--- src/rtl/hue_fade_sequencer.sv ---
// Hue-wheel colour source: walks six HSV segments at a fixed step rate and
// hands double-buffered R/G/B duty values to the PWM stage on period start.
module hue_fade_sequencer #(
  parameter int PWM_INTERVAL = 1200,
  parameter int STEP_CYCLES  = 1666,
  parameter int DW           = $clog2(PWM_INTERVAL + 1)
) (
  input  logic          clk,
  input  logic          rst,
  input  logic          enable,
  input  logic          pwm_period_start,
  output logic [DW-1:0] duty_r,
  output logic [DW-1:0] duty_g,
  output logic [DW-1:0] duty_b,
  output logic          duty_valid,
  output logic [2:0]    segment
);

  localparam int SW = (STEP_CYCLES > 1) ? $clog2(STEP_CYCLES) : 1;
  localparam logic [DW-1:0] MAX       = DW'(PWM_INTERVAL);
  localparam logic [DW-1:0] LVL_LAST  = DW'(PWM_INTERVAL - 1);
  localparam logic [SW-1:0] STEP_LAST = SW'(STEP_CYCLES - 1);

  typedef enum logic [2:0] {
    SEG0 = 3'd0,
    SEG1 = 3'd1,
    SEG2 = 3'd2,
    SEG3 = 3'd3,
    SEG4 = 3'd4,
    SEG5 = 3'd5
  } seg_e;

  seg_e          seg_q, seg_d;
  logic [DW-1:0] level_q, level_d;
  logic [SW-1:0] step_q, step_d;
  logic          tick;
  logic [DW-1:0] up, dn;
  logic [DW-1:0] stage_r, stage_g, stage_b;

  always_comb begin
    seg_d   = seg_q;
    level_d = level_q;
    step_d  = step_q;
    tick    = enable && (step_q == STEP_LAST);
    if (enable) begin
      step_d = tick ? '0 : step_q + 1'b1;
    end
    if (tick) begin
      if (level_q == LVL_LAST) begin
        level_d = '0;
        case (seg_q)
          SEG0:    seg_d = SEG1;
          SEG1:    seg_d = SEG2;
          SEG2:    seg_d = SEG3;
          SEG3:    seg_d = SEG4;
          SEG4:    seg_d = SEG5;
          default: seg_d = SEG0;
        endcase
      end else begin
        level_d = level_q + 1'b1;
      end
    end
  end

  // level never reaches MAX, so dn stays in 1..MAX
  assign up = level_q;
  assign dn = MAX - level_q;

  always_comb begin
    stage_r = '0;
    stage_g = '0;
    stage_b = '0;
    case (seg_q)
      SEG0:    begin stage_r = MAX; stage_g = up;  end
      SEG1:    begin stage_r = dn;  stage_g = MAX; end
      SEG2:    begin stage_g = MAX; stage_b = up;  end
      SEG3:    begin stage_g = dn;  stage_b = MAX; end
      SEG4:    begin stage_r = up;  stage_b = MAX; end
      default: begin stage_r = MAX; stage_b = dn;  end
    endcase
  end

  always_ff @(posedge clk) begin
    if (rst) begin
      seg_q      <= SEG0;
      level_q    <= '0;
      step_q     <= '0;
      duty_r     <= MAX;
      duty_g     <= '0;
      duty_b     <= '0;
      duty_valid <= 1'b0;
    end else begin
      seg_q      <= seg_d;
      level_q    <= level_d;
      step_q     <= step_d;
      duty_valid <= pwm_period_start;
      // staged values come from pre-edge state, so a coincident tick lands next period
      if (pwm_period_start) begin
        duty_r <= stage_r;
        duty_g <= stage_g;
        duty_b <= stage_b;
      end
    end
  end

  assign segment = seg_q;

endmodule

--- config.mk ---
export PLATFORM = sky130hd
export DESIGN_NAME = hue_fade_sequencer
export DESIGN_NICKNAME = d
export VERILOG_FILES = /design/src/rtl/hue_fade_sequencer.sv
export SDC_FILE = /design/constraint.sdc
export NUM_CORES = 1
export LEC_CHECK = 0
export ABC_CLOCK_PERIOD_IN_PS = 1800
export CAP_MARGIN = 20
export CORE_UTILIZATION = 42
export CTS_BUF_LIST = sky130_fd_sc_hd__clkbuf_4
export CTS_CLUSTER_DIAMETER = 150
export CTS_CLUSTER_SIZE = 14
export DETAILED_ROUTE_END_ITERATION = 16
export GPL_ROUTABILITY_DRIVEN = 0
export PLACE_DENSITY = 0.66
export REMOVE_ABC_BUFFERS = 1
export SYNTH_ARGS = -nofsm -noshare
export SYNTH_HDL_FRONTEND = slang
export SYNTH_SLANG_ARGS = --single-unit
export TNS_END_PERCENT = 30
--- constraint.sdc ---
create_clock -name clk -period 1.8 [get_ports clk]
set_input_delay 0.27 -clock clk [delete_from_list [all_inputs] [get_ports clk]]
set_output_delay 0.27 -clock clk [all_outputs]
set_load 0.005 [all_outputs]
==> run summary <==
Leading area contributor after synthesis - dfxtp_1
Remaining Overflow, GRT - 0
CP top delay family - simple AND/OR/NAND/NOR gates
Max VDD drop - 0.3208 mV
Max-Cap Viols - 0
Synth Area per Inst - 8.097 um^2
Seq/Total Area, Yosys - 36.20%
HP Class - reg -> reg
Clk slew on worst S/H paths - 0.11 ns
Worst path max stage delay - 0.49 ns
Reg area - 0.001200 mm^2
Nets@finish - 495
Predominant post-synthesis flop cell - dfxtp_1
DRC - 0
Crit Reg-Reg Startpoint - step_q[1]
Hold Violations, Final - 0
GRT Util Overall - 24.56%
Slew margin rel. - 42.11%
CP Cell Sequence - inv_2 -> ha_4 -> nor4b_4 -> nand3_4 -> buf_6 -> or4_1 -> a21oi_1
Synth Register Bits - 59
Setup ws final - 0.004832 ns
Core area - 0.007370 mm^2
Largest net degree at the start of global routing - 21
First-pass GRT wire length - 15,930 um
PwrDens - 587.3 mW/mm^2
Post-synth top area share - 36.20%
CP max FO - 7
Die Area - 0.008126 mm^2
Antenna cells - 0
Htree depth - 3
Crit path kind - reg -> reg
Synthesized area - 0.003263 mm^2
Synthesis Warnings - 0
Worst Setup End Kind - flop
CP max-delay cell - or4_1
Worst path arrival time - 2.14 ns
Worst clock skew - 0.01487 ns
Setup crit start - step_q[1]
Most frequent cell after synthesis - dfxtp_1
Post-route minimum period - 1.795 ns
Reg2Reg Depth - 7
Synth cell types - 64
Clk root buf - clkbuf_4
Worst-Margin Slew - 0.8651 ns
Placement Rows - 31
Remaining antenna violation count - 0
Initial antenna violation count - 0
IO Pins - 41
Dpl ws - -0.1913 ns
Routed wire per std cell - 16.07 um
# fillers - 667
Area grow syn2layout - 36.73%
Die W - 90.15 um
Crit Reg-Reg Endpoint - segment[1]
Share of layout cells above drive strength 1 - 24.39%
Later-pin clock latency in the skew report - 0.42 ns
Post-synth EDFFs - 0
Reg2reg setup slack - 0.005 ns
1st-pass router iterations - 4
Pleak - 1.691 nW
Asr flop ratio synth - 0%
Crit path depth - 7
Post-synth top cells - 59 x dfxtp_1, 36 x a21oi_1, 31 x clkbuf_1
RSZ-0062 raised after global routing - true
Number of global-route vias before repair - 3,175
Area of the multi-input gates - 0.001982 mm^2
Crit path to - segment[1]
Via density - 5.635
Mapped Cells - 403
CTS tree - done
Num Clock Sinks - 59
Fmax - 0.5571 GHz
Hold Slack - 0.4543 ns
TritonCTS buffer count - 9
Crit share post-route - 99.73%
IO buf count - 40
Final Setup Violations - 0
Final WL - 9499 um
CP Buf/Inv Count - 2
DPL Wire Length - 6798 um
Setup crit start kind - flop
Final count of pins violating max slew - 0
Vias - 3,330
Status - complete, no violations
DRT iter0 DRCs - 256
Initial Util - 44.28%
Clock buffer depth - 2
Critical path required time - 2.14 ns
Chip Height - 90.15 um
Top area cells in the synthesized netlist - dfxtp_1 36%, a21oi_1 5.5%, o21ai_0 3.7%, clkbuf_1 3.6%, nor2_1 3.5%
-- through the flow --
step / TNS (ns) / util [%] / instances / cell area [um^2] / power (mW)
2_1_floorplan: -0.1665 / - / 365 / 3108 / 1.419
3_3_place_gp: -3.018 / 55.77 / 566 / 4110 / 1.519
3_5_place_dp: -3.451 / 55.77 / 566 / 4110 / 1.521
4_1_cts: 0 / 58.42 / 583 / 4305 / 2.609
5_1_grt: -0.2630 / 60.54 / 591 / 4462 / 2.720
6_report: 0 / 60.54 / 591 / 4462 / 2.620
-- sequential cells by signal, indices dropped and copies added (netlist names) --
name	cells
duty_g	11
segment	3
level_q	11
duty_r	11
duty_b	11
duty_valid	1
step_q	11
-- cells in the final DEF, fill, tap and decap left out, types with 3 or more instances in the layout --
cell             count
buf_4               66
dfxtp_1             52
clkdlybuf4s50_1     39
a21oi_1             33
nor2_1              30
nand2_1             29
o21ai_0             24
nand3_1             20
clkbuf_4            11
xor2_1              10
nand2b_1            10
o31ai_1             10
nor2b_1              8
nor4_1               7
nor3_1               7
nand4_1              6
xnor2_1              6
or4_1                6
and3_1               4
inv_1                4
mux2i_1              4
a32oi_1              4
dfxtp_4              4
and4_1               3
nand3b_1             3
and2_1               3
a31oi_1              3
a21oi_2              3
a31o_2               3
or3_1                3
a22o_1               3
a22oi_1              3
a21o_1               3
o21a_1               3
buf_6                3
dfxtp_2              3
-- power by group --
group / switching (mW) / internal (mW)
clock: 0.527 / 0.590
sequential: 0.00818 / 1.31
combinational: 0.0896 / 0.0908
-- tightest hold or removal path, delay by kind of cell (launching register included) --
kind | cells | cell delay [ns]
and+or+nand+nor | 1 | 0.05
DFF | 1 | 0.32
AOI/OAI and AO/OA | 1 | 0.05
-- routing by layer --
layer / GRT usage [%] / share of wire (%) / vias to the layer above
li1: - / - / 1652
met1: 32.78 / 46 / 1581
met2: 38.87 / 47 / 86
met3: 5.922 / 5.4 / 11
met4: 7.930 / 1.4 / 0
met5: 0 / 0 / -
-- kinds of logic after synthesis --
| group | after synthesis | synth area share (%) |
|---|---|---|
| adder cells (fa/ha/maj) | 4 | 1.534 |
| flip-flops | 59 | 36.20 |
| AND/OR/NAND/NOR | 153 | 25.81 |
| buffers and inverters | 45 | 5.560 |
| multiplexers | 5 | 1.572 |
| XOR/XNOR | 16 | 4.294 |
| AO/OA/AOI/OAI | 121 | 25.04 |
-- layout make-up --
| class | instances | share of cell area [%] |
|---|---|---|
| repair buffers | 111 | 21.68 |
| multi-input cells | 299 | 44.42 |
| clock buffers | 11 | 1.851 |
| flip-flops and latches | 59 | 26.89 |
| well taps | 99 | 2.776 |
| inverters | 7 | 0.6450 |
| clock inverters | 5 | 1.739 |
-- timing repair --
action	CTS	global route
gates resized for setup	11	27
endpoints found under the hold margin	0	0
pin swaps	4	9
hold buffers	0	0
setup buffers	1	8
endpoints found under the setup margin	16	32
-- worst min path at each step --
| stage | from | end | slack, ns | depth (start not counted) |
|---|---|---|---|---|
| after floorplan | rst | duty_b[0] | 0.34 | 1 |
| after detailed placement | duty_b[0] | duty_b[0] | 0.45 | 2 |
| after CTS | duty_b[0] | duty_b[0] | 0.46 | 2 |
| after global placement | duty_b[0] | duty_b[0] | 0.44 | 2 |
| final | duty_b[0] | duty_b[0] | 0.45 | 2 |
| after global routing | duty_b[0] | duty_b[0] | 0.48 | 2 |
Power figures use the tool's default switching activity.
